File: src/rtl/instruction_prefetch_pkg.sv
`default_nettype none
// ============================================================================
// Module  : instruction_prefetch_pkg
// Purpose : Shared types and constants for the instruction fetch stage.
//           fetch_entry_t pairs an instruction word with the PC it was
//           fetched from. POISON_INST marks an invalid instruction slot.
//           FETCH_ALIGN is the number of low address bits that are forced to
//           zero for fetch addresses.
// Rev     : 1.0  initial release
// ============================================================================
package instruction_prefetch_pkg;

    localparam int XLEN_PKG    = 32;
    localparam int FETCH_ALIGN = 2;

    localparam logic [XLEN_PKG-1:0] POISON_INST = 32'hc0defec4;

    typedef struct packed {
        logic [XLEN_PKG-1:0] inst;
        logic [XLEN_PKG-1:0] pc;
    } fetch_entry_t;

endpackage
`default_nettype wire

File: src/rtl/instruction_prefetch_if.sv
`default_nettype none
// ============================================================================
// Module  : instruction_prefetch_if
// Purpose : Bundles the fetch stage's instruction-memory port, redirect input
//           and decode-side output.
//   master : the fetch stage (drives requests and the decode outputs)
//   slave  : the environment (memory, redirect source, decode)
// Signals :
//   mem_req_addr/mem_req_en/mem_req_ready : fetch request handshake
//   mem_rsp_data/mem_rsp_valid            : in-order responses
//   override_pc/override_pc_addr          : redirect pulse and target
//   inst/inst_pc/valid/stall              : decode-side output
// Rev     : 1.0  initial release
// ============================================================================
interface instruction_prefetch_if #(
    parameter int XLEN = 32
);
    logic [XLEN-1:0] mem_req_addr;
    logic            mem_req_en;
    logic            mem_req_ready;
    logic [XLEN-1:0] mem_rsp_data;
    logic            mem_rsp_valid;
    logic            override_pc;
    logic [XLEN-1:0] override_pc_addr;
    logic [XLEN-1:0] inst;
    logic [XLEN-1:0] inst_pc;
    logic            valid;
    logic            stall;

    modport master (
        output mem_req_addr, mem_req_en, inst, inst_pc, valid,
        input  mem_req_ready, mem_rsp_data, mem_rsp_valid,
               override_pc, override_pc_addr, stall
    );

    modport slave (
        input  mem_req_addr, mem_req_en, inst, inst_pc, valid,
        output mem_req_ready, mem_rsp_data, mem_rsp_valid,
               override_pc, override_pc_addr, stall
    );
endinterface
`default_nettype wire

File: src/rtl/instruction_prefetch_sync_fifo.sv
`default_nettype none
// ============================================================================
// Module  : instruction_prefetch_sync_fifo
// Purpose : Generic synchronous FIFO of type T with DEPTH entries (power of
//           two). Simultaneous push and pop on a full FIFO is legal: the head
//           is read before the edge that overwrites its slot. flush empties
//           the FIFO and takes priority over push/pop.
// Ports   : clk, reset (sync, active-high), push, push_data, pop, flush,
//           head (current head entry), count, empty, full
// Rev     : 1.0  initial release
// ============================================================================
module instruction_prefetch_sync_fifo
    import instruction_prefetch_pkg::*;
#(
    parameter type T     = fetch_entry_t,
    parameter int  DEPTH = 4
) (
    input  wire logic                         clk,
    input  wire logic                         reset,
    input  wire logic                         push,
    input  wire T                             push_data,
    input  wire logic                         pop,
    input  wire logic                         flush,
    output T                                  head,
    output logic [$clog2(DEPTH+1)-1:0]        count,
    output logic                              empty,
    output logic                              full
);
    localparam int AW = $clog2(DEPTH);
    localparam int CW = $clog2(DEPTH+1);

    T                r_mem [DEPTH];
    logic [AW-1:0]   r_rd_ptr;
    logic [AW-1:0]   r_wr_ptr;
    logic [CW-1:0]   r_count;

    always_ff @(posedge clk) begin
        if (reset || flush) begin
            r_rd_ptr <= '0;
            r_wr_ptr <= '0;
            r_count  <= '0;
        end else begin
            if (push) begin
                r_mem[r_wr_ptr] <= push_data;
                r_wr_ptr        <= r_wr_ptr + AW'(1);
            end
            if (pop) begin
                r_rd_ptr <= r_rd_ptr + AW'(1);
            end
            case ({push, pop})
                2'b10:   r_count <= r_count + CW'(1);
                2'b01:   r_count <= r_count - CW'(1);
                default: r_count <= r_count;
            endcase
        end
    end

    assign head  = r_mem[r_rd_ptr];
    assign count = r_count;
    assign empty = (r_count == '0);
    assign full  = (r_count == CW'(DEPTH));

endmodule
`default_nettype wire

File: src/rtl/instruction_prefetch.sv
`default_nettype none
// ============================================================================
// Module  : instruction_prefetch
// Purpose : Sequential instruction prefetcher. Keeps up to DEPTH requests in
//           flight against an in-order memory and buffers responses in a
//           DEPTH-entry queue presented to decode as {inst, inst_pc}. A PC
//           override flushes the queue and squashes responses still in
//           flight for the old path.
// Ports   : clk, reset (sync, active-high)
//           bus (master) : mem_req_* request port, mem_rsp_* response port,
//                          override_pc/override_pc_addr redirect,
//                          inst/inst_pc/valid output, stall from decode
// Note    : XLEN must match the width of fetch_entry_t fields (32).
// Rev     : 1.0  initial release
// ============================================================================
module instruction_prefetch
    import instruction_prefetch_pkg::*;
#(
    parameter int              XLEN     = 32,
    parameter int              DEPTH    = 4,
    parameter logic [XLEN-1:0] RESET_PC = '0,
    parameter logic [XLEN-1:0] POISON   = POISON_INST
) (
    input  wire logic               clk,
    input  wire logic               reset,
    instruction_prefetch_if.master  bus
);
    localparam int                CW        = $clog2(DEPTH+1);
    localparam logic [CW:0]       c_depth   = (CW+1)'(DEPTH);
    localparam logic [XLEN-1:0]   c_pc_step = XLEN'(4);
    localparam logic [CW-1:0]     c_one     = CW'(1);

    logic [XLEN-1:0] r_fetch_pc;     // address of the next request
    logic [XLEN-1:0] r_rsp_pc;       // PC of the next response that will be kept
    logic [CW-1:0]   r_outstanding;  // issued, not yet answered (includes squashed)
    logic [CW-1:0]   r_discard;      // in-flight responses belonging to a dead path

    logic [CW-1:0]   w_count;
    logic            w_empty;
    logic            w_full;
    fetch_entry_t    w_head;
    fetch_entry_t    w_entry;
    logic [CW:0]     w_inflight;
    logic            w_req_en;
    logic            w_req_fire;
    logic            w_rsp_drop;
    logic            w_push;
    logic            w_pop;
    logic [CW-1:0]   w_out_inc;
    logic [CW-1:0]   w_out_dec;
    logic [XLEN-1:0] w_target;

    // Credits: queue occupancy plus in-flight requests never exceed DEPTH, so
    // every response already has a reserved slot.
    assign w_inflight = {1'b0, w_count} + {1'b0, r_outstanding};
    assign w_req_en   = !reset && !bus.override_pc && (w_inflight < c_depth);
    assign w_req_fire = w_req_en && bus.mem_req_ready;

    // A response arriving in a redirect cycle belongs to the old path too.
    assign w_rsp_drop = bus.mem_rsp_valid && (bus.override_pc || (r_discard != '0));
    assign w_push     = bus.mem_rsp_valid && !w_rsp_drop && !reset;
    assign w_pop      = !w_empty && !bus.stall && !bus.override_pc && !reset;

    assign w_out_inc  = w_req_fire        ? c_one : '0;
    assign w_out_dec  = bus.mem_rsp_valid ? c_one : '0;
    assign w_target   = {bus.override_pc_addr[XLEN-1:FETCH_ALIGN], {FETCH_ALIGN{1'b0}}};

    always_comb begin
        w_entry      = '0;
        w_entry.inst = bus.mem_rsp_data;
        w_entry.pc   = r_rsp_pc;
    end

    always_ff @(posedge clk) begin
        if (reset) begin
            r_fetch_pc    <= RESET_PC;
            r_rsp_pc      <= RESET_PC;
            r_outstanding <= '0;
            r_discard     <= '0;
        end else if (bus.override_pc) begin
            // Everything still in flight after this cycle's response is stale.
            r_fetch_pc    <= w_target;
            r_rsp_pc      <= w_target;
            r_outstanding <= r_outstanding - w_out_dec;
            r_discard     <= r_outstanding - w_out_dec;
        end else begin
            if (w_req_fire) begin
                r_fetch_pc <= r_fetch_pc + c_pc_step;
            end
            if (w_push) begin
                r_rsp_pc <= r_rsp_pc + c_pc_step;
            end
            r_outstanding <= r_outstanding + w_out_inc - w_out_dec;
            if (w_rsp_drop) begin
                r_discard <= r_discard - c_one;
            end
        end
    end

    instruction_prefetch_sync_fifo #(
        .T     (fetch_entry_t),
        .DEPTH (DEPTH)
    ) u_fifo (
        .clk       (clk),
        .reset     (reset),
        .push      (w_push),
        .push_data (w_entry),
        .pop       (w_pop),
        .flush     (bus.override_pc),
        .head      (w_head),
        .count     (w_count),
        .empty     (w_empty),
        .full      (w_full)
    );

    assign bus.mem_req_en   = w_req_en;
    assign bus.mem_req_addr = r_fetch_pc;
    assign bus.valid        = w_pop;
    assign bus.inst         = w_pop ? w_head.inst : POISON;
    assign bus.inst_pc      = w_empty ? r_fetch_pc : w_head.pc;

    a_count_bound : assert property (@(posedge clk) disable iff (reset)
        w_count <= CW'(DEPTH));
    a_credit      : assert property (@(posedge clk) disable iff (reset)
        w_inflight <= c_depth);
    a_discard     : assert property (@(posedge clk) disable iff (reset)
        r_discard <= r_outstanding);
    a_rsp_expect  : assert property (@(posedge clk) disable iff (reset)
        bus.mem_rsp_valid |-> (r_outstanding != '0));
    a_no_overflow : assert property (@(posedge clk) disable iff (reset)
        w_push |-> (!w_full || w_pop));

endmodule
`default_nettype wire

File: src/flat_wrapper.sv
// flat-port wrapper written by rule: the top's interface ports become plain ports
module instruction_prefetch_flat import instruction_prefetch_pkg::*;
#(
    parameter int              XLEN     = 32,
    parameter int              DEPTH    = 4,
    parameter logic [XLEN-1:0] RESET_PC = '0,
    parameter logic [XLEN-1:0] POISON   = POISON_INST
)
  (clk, reset, bus_mem_req_addr, bus_mem_req_en, bus_inst, bus_inst_pc, bus_valid, bus_mem_req_ready, bus_mem_rsp_data, bus_mem_rsp_valid, bus_override_pc, bus_override_pc_addr, bus_stall);
  instruction_prefetch_if #(.XLEN(XLEN)) bus_i ();
  input  wire logic clk;
  input  wire logic reset;
  output wire logic [$bits(bus_i.mem_req_addr)-1:0] bus_mem_req_addr;
  output wire logic [$bits(bus_i.mem_req_en)-1:0] bus_mem_req_en;
  output wire logic [$bits(bus_i.inst)-1:0] bus_inst;
  output wire logic [$bits(bus_i.inst_pc)-1:0] bus_inst_pc;
  output wire logic [$bits(bus_i.valid)-1:0] bus_valid;
  input wire logic [$bits(bus_i.mem_req_ready)-1:0] bus_mem_req_ready;
  input wire logic [$bits(bus_i.mem_rsp_data)-1:0] bus_mem_rsp_data;
  input wire logic [$bits(bus_i.mem_rsp_valid)-1:0] bus_mem_rsp_valid;
  input wire logic [$bits(bus_i.override_pc)-1:0] bus_override_pc;
  input wire logic [$bits(bus_i.override_pc_addr)-1:0] bus_override_pc_addr;
  input wire logic [$bits(bus_i.stall)-1:0] bus_stall;
  assign bus_mem_req_addr = bus_i.mem_req_addr;
  assign bus_mem_req_en = bus_i.mem_req_en;
  assign bus_inst = bus_i.inst;
  assign bus_inst_pc = bus_i.inst_pc;
  assign bus_valid = bus_i.valid;
  assign bus_i.mem_req_ready = bus_mem_req_ready;
  assign bus_i.mem_rsp_data = bus_mem_rsp_data;
  assign bus_i.mem_rsp_valid = bus_mem_rsp_valid;
  assign bus_i.override_pc = bus_override_pc;
  assign bus_i.override_pc_addr = bus_override_pc_addr;
  assign bus_i.stall = bus_stall;
  instruction_prefetch #(.XLEN(XLEN), .DEPTH(DEPTH), .RESET_PC(RESET_PC), .POISON(POISON)) u_core (.clk(clk), .reset(reset), .bus(bus_i));
endmodule
File: config.mk
export PLATFORM = sky130hd
export DESIGN_NAME = instruction_prefetch_flat
export DESIGN_NICKNAME = d
export VERILOG_FILES = /design/src/rtl/instruction_prefetch_pkg.sv /design/src/rtl/instruction_prefetch_if.sv /design/src/rtl/instruction_prefetch_sync_fifo.sv /design/src/rtl/instruction_prefetch.sv /design/src/flat_wrapper.sv
export SDC_FILE = /design/constraint.sdc
export NUM_CORES = 1
export LEC_CHECK = 0
export ABC_AREA = 1
export ABC_CLOCK_PERIOD_IN_PS = 3800
export CORE_UTILIZATION = 45
export CTS_CLUSTER_SIZE = 24
export DETAILED_ROUTE_END_ITERATION = 7
export GPL_TIMING_DRIVEN = 0
export PLACE_DENSITY = 0.69
export SLEW_MARGIN = 10
export SYNTH_ARGS = -nofsm -noshare
export SYNTH_HDL_FRONTEND = slang
export SYNTH_SLANG_ARGS = --single-unit
File: constraint.sdc
create_clock -name clk -period 3.8 [get_ports clk]
set_clock_uncertainty 0.1 [all_clocks]
set_input_delay 0.38 -clock clk [delete_from_list [all_inputs] [get_ports clk]]
set_output_delay 0.38 -clock clk [all_outputs]
set_load 0.02 [all_outputs]
### Word-level counts from Yosys, hierarchy flattened

Memories as Yosys holds them, arrays and structs flattened. A register that Yosys moved wholly into a read port is not among the register bits.
Cells that the tools add are included.

* word-level logic and storage cells: 64
* memories kept: 1
* bits in writable memories: 256
* register bits after elaboration: 77

* $lt $le $gt $ge: 1
* equal/unequal tests: 2
* reduce and logical (&&, ||, !) cells: 23
* multiplexer cells: 17
* $add $sub $neg: 11

Memory list
* u_core.u_fifo.r_mem: words 4, width 64, rd ports 1, clocked after Yosys merged registers in 1, wr ports 1, line instruction_prefetch_sync_fifo.sv:32 `T r_mem [DEPTH];`

Operators by type and width (count)
* 2-to-1 mux 32 bit: 6
* adder 32 x 3 -> 32 bit (second input constant): 2
* logical AND 1 bit: 9
* 2-to-1 mux 3 bit: 3
* nonzero test 2 bit: 4
* one-hot mux 3 bit (2 select lines): 1
* subtractor 3 x 1 -> 3 bit (second input constant): 2
* subtractor 3 bit: 2
* zero test 1 bit: 5
* 2-to-1 mux 1 bit: 5
* adder 2 x 1 -> 2 bit (second input constant): 2
* adder 3 x 3 -> 4 bit: 1
* < comparator 4 x 3 -> 1 bit (second input constant): 1
* 2-to-1 mux 2 bit: 2
* adder 3 x 1 -> 3 bit (second input constant): 1
* adder 3 bit: 1
* zero test 3 bit: 1
* nonzero test 3 bit: 1
* equality test 2 x 1 -> 1 bit (second input constant): 1
* equality test 2 bit (second input constant): 1
* logical OR 1 bit: 2
* OR reduction 2 bit: 1

### Logic depth before layout (Yosys ltp)

Gate-level depths: netlist of run 1.

* depth in word-level cells: 9
* mapped depth: 12
* gate-level depth less buffers: 12

### Hierarchy

Synthesis of run 1 repeated with hierarchy kept, for this count alone.

* cells, all modules: 1557
* area, all modules: 15108.2 um^2

By module, submodules not included
* instruction_prefetch_sync_fifo: instances 1, cells an instance 678, area each 9943.3 um^2
* instruction_prefetch: instances 1, cells an instance 879, area each 5165.0 um^2

### Worst setup path before layout of run 1

Ideal clock, no wire load.

* path type: register -> register
* start: reg u_core.r_discard[0]
* end: mem u_core.u_fifo.r_mem[0][10] (netlist name) (enable)
* path slack: -290 ps
* cell stages (with the launch flop): 7
* data required time: 3218 ps
* library setup time: 482 ps
* period minus slack after synthesis: 4090 ps
* arrival time: 3508 ps
* cell sequence: dfxtp_1 > inv_1 > ha_1 > nand4_2 > inv_1 > nand2_2 > nor2_1

* cells in the longest elaborated chain, start to end: 9

Ends and longest elaborated chain
* start: declaration: line instruction_prefetch.sv:36 `logic [CW-1:0] r_discard;`
* start signal: assignment: line instruction_prefetch.sv:85 `r_discard <= r_outstanding - w_out_dec;`
* start signal: assignment: line instruction_prefetch.sv:95 `r_discard <= r_discard - c_one;`
* nonzero test 3 bit: line instruction_prefetch.sv:60 `assign w_rsp_drop = bus.mem_rsp_valid && (bus.override_pc || (r_discard != '0));`
* logical OR 1 bit: line instruction_prefetch.sv:60
* logical AND 1 bit: line instruction_prefetch.sv:60
* zero test 1 bit: line instruction_prefetch.sv:61 `assign w_push = bus.mem_rsp_valid && !w_rsp_drop && !reset;`
* logical AND 1 bit (2 in a row): line instruction_prefetch.sv:61
* 2-to-1 mux 1 bit: line instruction_prefetch_sync_fifo.sv:43 `if (push) begin`
* 2-to-1 mux 1 bit: line instruction_prefetch_sync_fifo.sv:38 `if (reset || flush) begin`
* 2-to-1 mux 1 bit (implied by the code): line instruction_prefetch_sync_fifo.sv:44 `r_mem[r_wr_ptr] <= push_data;`
* end: declaration: line instruction_prefetch_sync_fifo.sv:32

Every way passes these cells.

==> results of run 1 <==
[final timing paths]
path | end | slack (ps) | depth (start not counted)
max | bus_inst_pc[17] | 170 | 8
min | flip-flop | 390 | 1
max reg2reg | u_core.u_fifo.r_mem[2][37]$_DFFE_PP_ | 1130 | 8
min reg2reg | flip-flop | 390 | 1
[cell families (layout without fill, tap and decap cells)]
group,after synthesis,count (layout)
adder cells (fa/ha/maj),17,17
XOR/XNOR,13,13
other,1,4
flip-flops,323,323
buffers and inverters,197,428
AND/OR/NAND/NOR,689,689
AO/OA/AOI/OAI,334,334
[layout by cell type (no fill, tap or decap), types with 3 or more instances in the layout]
| master | n |
|---|---|
| buf_2 | 21 |
| clkinvlp_4 | 3 |
| o311ai_0 | 17 |
| nor2_1 | 281 |
| dfxtp_1 | 75 |
| clkbuf_1 | 47 |
| inv_2 | 3 |
| clkdlybuf4s50_1 | 161 |
| buf_6 | 3 |
| a31oi_1 | 11 |
| ha_1 | 15 |
| clkinv_1 | 8 |
| o21ai_1 | 10 |
| inv_1 | 114 |
| conb_1 | 4 |
| buf_1 | 6 |
| nor2_2 | 10 |
| nand3_1 | 91 |
| buf_12 | 8 |
| a21oi_1 | 87 |
| o21ai_0 | 173 |
| nand2_1 | 281 |
| buf_4 | 8 |
| xnor2_1 | 3 |
| edfxtp_1 | 248 |
| o22ai_1 | 31 |
| clkbuf_16 | 37 |
| nor2_4 | 6 |
| xor2_1 | 10 |
| nand3b_1 | 5 |
| clkinv_2 | 4 |
[cells in the mapped netlist (3+ instances only)]
cell type  number
a31oi_1        11
o21ai_1        10
inv_1         114
nor2_2         10
xor2_1         10
dfxtp_1        75
inv_2           3
buf_2          21
o22ai_1        31
nand3b_1        5
clkbuf_1       40
o311ai_0       17
buf_1           6
nand3_1        91
a21oi_1        87
edfxtp_1      248
nand2_1       281
nor2_1        285
o21ai_0       173
ha_1           15
xnor2_1         3
buf_4           8
buf_6           3
[routing by layer]
layer,global-route usage (%),wire (um),vias to the layer above
met1,35.25,18360,5752
met3,3.276,3097,79
met5,0,0,-
li1,-,-,5796
met4,9.167,1296,0
met2,42.27,20070,532
[report_power, final]
| group | switching, mW | internal (mW) | leakage, nW |
|---|---|---|---|
| logic | 0.379 | 0.265 | 3.07 |
| registers | 0.111 | 3.89 | 2.89 |
| clock network | 1.35 | 1.92 | 0.531 |
[per-stage QoR]
step	cells	setup TNS, ps	instance area [um2]	util [%]
2_1_floorplan	1577	-71960	14780	-
3_3_place_gp	2173	-730700	16930	53.12
4_1_cts	2243	0	18230	57.18
5_1_grt	2243	0	18230	57.18
6_report	2243	0	18230	57.18
3_5_place_dp	2181	0	17120	53.71
[state kept, by name (all words and copies together) (netlist names), named ones only]
register                 flops
u_core.r_discard             3
u_core.r_rsp_pc             30
u_core.r_outstanding         3
u_core.u_fifo.r_mem        248
u_core.bus.mem_req_addr     30
u_core.u_fifo.r_rd_ptr       2
u_core.u_fifo.r_wr_ptr       2
u_core.u_fifo.count          3
[final cells by class]
cell class,instances,area share (%)
flip-flops and latches,323,49.09
multi-input cells,1057,27.65
repair buffers,169,9.719
clock buffers,44,5.223
well taps,435,2.986
inverters,118,2.430
plain buffers,79,2.066
clock inverters,18,0.8442
[critical path, cell delays in order (launching register included)]
cell	delay, ps
dfxtp_1	300
buf_2	250
buf_2	270
clkbuf_1	480
nor2_1	120
o22ai_1	200
nand2_1	170
o21ai_0	170
clkdlybuf4s50_1	660
==> results.md, run 1 <==
- Status: finished clean
- Antenna violations before repair: 0
- HPWL after DPL: 30.63 mm
- Final net count: 1870
- Cells after synthesis: 1574
- Crit path max fanout: 10
- Filler cells: 2831
- Synth area leader: edfxtp_1
- Yosys warns: 0
- Top post-synthesis cells by area: edfxtp_1 50%, dfxtp_1 10%, nor2_1 7.2%
- WP data arrival: 3150 ps
- Final hold vios: 0
- GP Congestion: 0.9598
- Cts hold-fix bufs: 0
- WS Path Type: flip-flop to primary output
- Pre-CTS setup slack: 398.2 ps
- GRT Overall Usage: 25.77%
- Core area: 31880 um2
- Layout cells sized above 1: 6.692%
- Leakage power: 6.489 nW
- Synth top area share: 50.43%
- Die area: 33540 um2
- Achievable Freq: 275.8 MHz
- Syn-to-layout area delta: 23.45%
- Synth Area in XOR/XNOR: 0.7711%
- Final worst-path setup slack: 174.2 ps
- Clock sink count: 323
- RR Startpoint: u_core.r_discard[0]$_SDFFE_PP0P_
- Vias: 12.16k
- Register area share after synthesis: 60.60%
- Total power: 7.917 mW
- # IOs: 168
- First-pass iteration count of the detailed router: 7
- Start point of the worst hold path: u_core.u_fifo.r_rd_ptr[0]$_SDFFE_PP0N_
- WL/cell: 19.09 um
- Clock transition at path regs: 60 ps
- Crit end category: primary output
- Chip height: 183.2 um
- Final Max Tran Viols: 0
- Post-synthesis compound-gate area fraction: 12.23%
- Number of synthesized register bits: 323
- Aggregate global routing overflow: 0
- Antenna-violating nets left: 0
- Vias per cell: 5.421
- Worst slew pin tran: 732.2 ps
- Maxcap violations: 0
- ANT cells: 0
- Avg Cell Area, Syn: 9.382 um2
- Tcrit/Tclk final: 95.42%
- Die width: 183.2 um
- # rows: 65
- Pwr per Cell Area: 434.3 nW/um2
- RSZ-0062 raised after global routing: no
- Clk Latency, worst-skew pair: 520 ps
- Max IR drop VDD: 269.2 uV
- Root Buffer: clkbuf_16
- CTS tree: done
- Synth unique cells: 42
- CTS buffer count: 35
- Final wirelength: 42.82 mm
- Min Hold Slack: 392.4 ps
- Post-Synth Simple-Gate Area: 19.28%
- WP data required: 3320 ps
- Multi-input logic area: 5040 um2
- Cell area after synthesis: 14770 um2
- Port Buf Inserts: 161
- Post-CTS Resized: 0
- FF+latch area: 8949 um2
- Final setup fails: 0
- Hold Path Class: flip-flop to flip-flop
- Max clock buf depth: 3
- Number of global-route vias before repair: 11.65k
- Post-CTS Setup Inserts: 0
- First-pass GRT wire length: 65.50 mm
- Initial Util: 46.32%
- CTS H-tree depth: 2
- Adder-cell area share of the yosys netlist: 1.542%
- Post-route minimum period: 3626 ps
- Primary FF master, synth: edfxtp_1
- Multiplexer share of the synthesized area: 0%
- Worst slew margin: 51.07%
- Largest net degree at the start of global routing: 26
- DRC violations left: 0
- Async SR Flop Fraction: 0%
- Post-synth EDFFs: 248
- Iter 0 DRT Violations: 1090
- Largest family of logic cells by synthesized area: simple AND/OR/NAND/NOR gates
- Startpoint types: flip-flop
Note: power is estimated with default switching activity, not from simulation.
==> run 2, diff against run 1 <==
--- a/config.mk
+++ b/config.mk
@@ -12,7 +12,6 @@
 export DETAILED_ROUTE_END_ITERATION = 7
 export GPL_TIMING_DRIVEN = 0
 export PLACE_DENSITY = 0.69
-export SLEW_MARGIN = 10
 export SYNTH_ARGS = -nofsm -noshare
 export SYNTH_HDL_FRONTEND = slang
 export SYNTH_SLANG_ARGS = --single-unit
==> results of run 2 <==
Same layout as run 1: the final DEF is identical, and so are final timing and power.
==> run 3, diff against run 2 <==
--- a/config.mk
+++ b/config.mk
@@ -5,7 +5,6 @@
 export SDC_FILE = /design/constraint.sdc
 export NUM_CORES = 1
 export LEC_CHECK = 0
-export ABC_AREA = 1
 export ABC_CLOCK_PERIOD_IN_PS = 3800
 export CORE_UTILIZATION = 45
 export CTS_CLUSTER_SIZE = 24
==> run 3 against run 2 <==
Net effect: synthesized area shrank 6.9%; combinational power shrank 13%; sequential power is essentially flat; flip-flop and latch count unchanged; sequential share of layout area grew 3.0 points; clock power increased by 7.3%.
==> results.md, run 3 <==
- Status: finished clean (unchanged)
- Maxcap violations: 0 (unchanged)
- Synth unique cells: 56 (was 42)
- WS Path Type: flip-flop to primary output (unchanged)
- Min Hold Slack: 217.5 ps (was 392.4 ps)
- Leakage power: 5.563 nW (was 6.489 nW)
- Number of global-route vias before repair: 8844 (was 11.65k)
- Largest net degree at the start of global routing: 50 (was 26)
- Synth top area share: 54.15% (was 50.43%)
- Crit end category: primary output (unchanged)
- Crit path max fanout: 10 (unchanged)
- Final worst-path setup slack: 101.7 ps (was 174.2 ps)
- Synth top cells by count: 248 x edfxtp_1, 75 x dfxtp_1, 63 x nand2_1, 62 x mux4_2, 53 x nor2_1 (was 285 x nor2_1, 281 x nand2_1, 248 x edfxtp_1, 173 x o21ai_0, 114 x inv_1)
- Largest family of logic cells by synthesized area: multiplexers (was simple AND/OR/NAND/NOR gates)
- Root Buffer: clkbuf_16 (unchanged)
- Primary FF master, synth: edfxtp_1 (unchanged)
- Syn-to-layout area delta: 24.98% (was 23.45%)
- Synth Area in XOR/XNOR: 2.229% (was 0.7711%)
- Vias per cell: 5.787 (was 5.421)
- Most instantiated library cell after synthesis: edfxtp_1 (was nor2_1)
- Pwr per Cell Area: 468.7 nW/um2 (was 434.3 nW/um2)
- Aggregate global routing overflow: 0 (unchanged)
- Largest Register: u_core.u_fifo.r_mem (unchanged)
- Number of synthesized register bits: 323 (unchanged)
- Cell area after synthesis: 13750 um2 (was 14770 um2)
- Antenna violations before repair: 0 (unchanged)
- Start point of the worst hold path: bus_override_pc (was u_core.u_fifo.r_rd_ptr[0]$_SDFFE_PP0N_)
- DRC violations left: 0 (unchanged)
- Max IR drop VDD: 345.3 uV (was 269.2 uV)
- CTS buffer count: 35 (unchanged)
- Final hold vios: 0 (unchanged)
- Clk network pwr share: 43.5% (was 41.3%)
- Final net count: 1217 (was 1870)
- Clk Latency, worst-skew pair: 530 ps (was 520 ps)
- Core area: 29870 um2 (was 31880 um2)
- GRT Overall Usage: 22.09% (was 25.77%)
- Reg2reg end: u_core.r_outstanding[2]$_SDFF_PP0_ (was u_core.u_fifo.r_mem[2][37]$_DFFE_PP_)
- Total power: 8.057 mW (was 7.917 mW)
- Hold Path Class: input pin to flip-flop (was flip-flop to flip-flop)
- RR Startpoint: u_core.u_fifo.count[1]$_SDFFE_PP0P_ (was u_core.r_discard[0]$_SDFFE_PP0P_)
- CTS H-tree depth: 2 (unchanged)
- Multiplexer share of the synthesized area: 12.84% (was 0%)
- WL/cell: 22.02 um (was 19.09 um)
- Worst Reg2Reg Path Length in Cells: 11 (was 8)
- Vias: 8953 (was 12.16k)
- Reg2Reg Setup Slack: 580 ps (was 1130 ps)
- GP Congestion: 0.8868 (was 0.9598)
- Worst Hold Path EP: u_core.r_outstanding[2]$_SDFF_PP0_
- Final Max Tran Viols: 0 (unchanged)
- Layout cells sized above 1: 16.16% (was 6.692%)
- Filler cells: 2364 (was 2831)
- Cells after synthesis: 926 (was 1574)
- RSZ-0062 raised after global routing: no (unchanged)
- WP data arrival: 3220 ps (was 3150 ps)
- Die width: 176.8 um (was 183.2 um)
- Comb power frac: 7.0% (was 8.1%)
- Top delay family on crit path: buffers and inverters (unchanged)
- Tcrit/Tclk final: 97.32% (was 95.42%)
- CP bufs+invs: 2 (was 4)
- Post-Synth Simple-Gate Area: 10.21% (was 19.28%)
- Die area: 31270 um2 (was 33540 um2)
- HPWL after DPL: 23.12 mm (was 30.63 mm)
- Clock sink count: 323 (unchanged)
- Avg Cell Area, Syn: 14.85 um2 (was 9.382 um2)
- Synth area leader: edfxtp_1 (unchanged)
- Post-synthesis compound-gate area fraction: 5.795% (was 12.23%)
- Final setup fails: 0 (unchanged)
- Post-DP Area: 15960 um2 (was 17120 um2)
- Achievable Freq: 270.4 MHz (was 275.8 MHz)
- # IOs: 168 (unchanged)
- Cell-internal power: 6.272 mW (was 6.077 mW)
- Crit path cell chain: nor3_1, clkbuf_1, mux2_2, clkdlybuf4s50_1 (was buf_2, buf_2, clkbuf_1, nor2_1, o22ai_1, nand2_1, o21ai_0, clkdlybuf4s50_1)
- CTS tree: done (unchanged)
- Setup Total Neg Slack: 0 ps (unchanged)
- Fin area: 17190 um2 (was 18230 um2)
- # rows: 63 (was 65)
- Antenna-violating nets left: 0 (unchanged)
- Chip height: 176.8 um (was 183.2 um)
- Initial Util: 46.04% (was 46.32%)
- First-pass iteration count of the detailed router: 6 (was 7)
- Iter 0 DRT Violations: 960 (was 1090)
- Commonest cells after routing, fill and taps aside: 248 x edfxtp_1, 160 x clkdlybuf4s50_1, 75 x dfxtp_1 (was 281 x nand2_1, 281 x nor2_1, 248 x edfxtp_1)
- Slowest-stage cell, CP: clkbuf_1 (was clkdlybuf4s50_1)
- Async SR Flop Fraction: 0% (unchanged)
- Adder-cell area share of the yosys netlist: 1.656% (was 1.542%)
- WP data required: 3320 ps (about the same)
- Startpoint types: flip-flop (unchanged)
- Worst hold path depth: 4 (was 1)
- Worst slew margin: 34.82% (was 51.07%)
- Critical path's largest stage delay: 720 ps (was 660 ps)
- ANT cells: 0 (unchanged)
- Post-synth EDFFs: 248 (unchanged)
- Top post-synthesis cells by area: edfxtp_1 54%, dfxtp_1 11%, mux4_2 10% (was edfxtp_1 50%, dfxtp_1 10%, nor2_1 7.2%)
- Post-CTS Setup Inserts: 0 (unchanged)
- Final wirelength: 34.06 mm (was 42.82 mm)
- Port Buf Inserts: 160 (was 161)
- Post-route minimum period: 3698 ps (was 3626 ps)
- Commonest non-fill, non-tap cell in the layout: edfxtp_1
- Worst slew pin tran: 970.2 ps (was 732.2 ps)
- Switching power: 1.785 mW (was 1.840 mW)
- Register area share after synthesis: 65.07% (was 60.60%)
- First-pass GRT wire length: 51.53 mm (was 65.50 mm)
- Clock transition at path regs: 60 ps (about the same)
- Sequential power share: 49.5% (was 50.6%)
- Max clock buf depth: 3 (unchanged)
- Sw Share: 22.16% (was 23.24%)
- Pre-CTS setup slack: -289.1 ps (was 398.2 ps)
- Max reg flops: 248 (unchanged)
- Yosys warns: 0 (unchanged)
==> run 3: metal layers <==
layer | GRT usage, % | routed length, um | up-vias
met4 | 6.717 | 873 | 0
met3 | 3.909 | 2634 | 63
met5 | 0 | 0 | -
li1 | - | - | 3996
met2 | 36.19 | 16330 | 401
met1 | 30.06 | 14230 | 4493
==> run 3: worst max-delay path by stage <==
| stage | end | cells past startpoint | from |
|---|---|---|---|
| 3_5_place_dp | u_core.u_fifo.count[2]$_SDFFE_PP0P_ | 10 | reset |
| 4_1_cts | bus_inst[26] | 5 | u_core.u_fifo.count[0]$_SDFFE_PP0P_ |
| 5_1_grt | bus_inst_pc[3] | 5 | flip-flop |
| 6_report | bus_inst_pc[31] | 4 | u_core.u_fifo.count[0]$_SDFFE_PP0P_ |
| 3_3_place_gp | u_core.u_fifo.r_mem[2][24]$_DFFE_PP_ | 5 | reset |
| 2_1_floorplan | u_core.u_fifo.r_mem[0][10]$_DFFE_PP_ | 5 | bus_override_pc |
==> run 3: kinds of logic after synthesis <==
logic type,Yosys count
simple gates,263
mux,95
buf+inv,72
xor+xnor,35
other cells,1
fa+ha+maj,17
flops,323
compound gates,120
==> run 3: power groups by stage <==
stage	clock (mW)	combinational (mW)	sequential [mW]
floorplan	0	0.278	4.05
global placement	0	0.547	4.06
detailed placement	0	0.558	4.06
CTS	3.56	0.563	3.99
global route	3.70	0.606	4.00
finish	3.51	0.563	3.99
==> run 3: tightest hold or removal path: stages <==
cell	delay (ps)
buf_6	120
o21ai_0	110
xnor2_1	140
nor2_1	40
==> run 3: final cells by class <==
type	instances	area, um2	share of cell area (%)
flip-flops and latches	323	8949	52.06
multi-input cells	534	4537	26.39
repair buffers	164	1697	9.870
clock buffers	45	943.4	5.488
well taps	390	488.0	2.839
clock inverters	19	265.3	1.543
plain buffers	52	235.2	1.368
inverters	20	75.07	0.4367
==> run 3: per-stage QoR <==
stage / util, % / std cells
finish: 57.54 / 1547
global placement: 53.07 / 1479
CTS: 57.53 / 1547
floorplan: - / 929
global route: 57.54 / 1547
detailed placement: 53.44 / 1483
==> run 3: timing repair <==
action,4_1_cts,5_1_grt
resized for setup,3,4
endpoints found under the hold margin,0,0
endpoints found under the setup margin,11,3
hold buffers,0,0
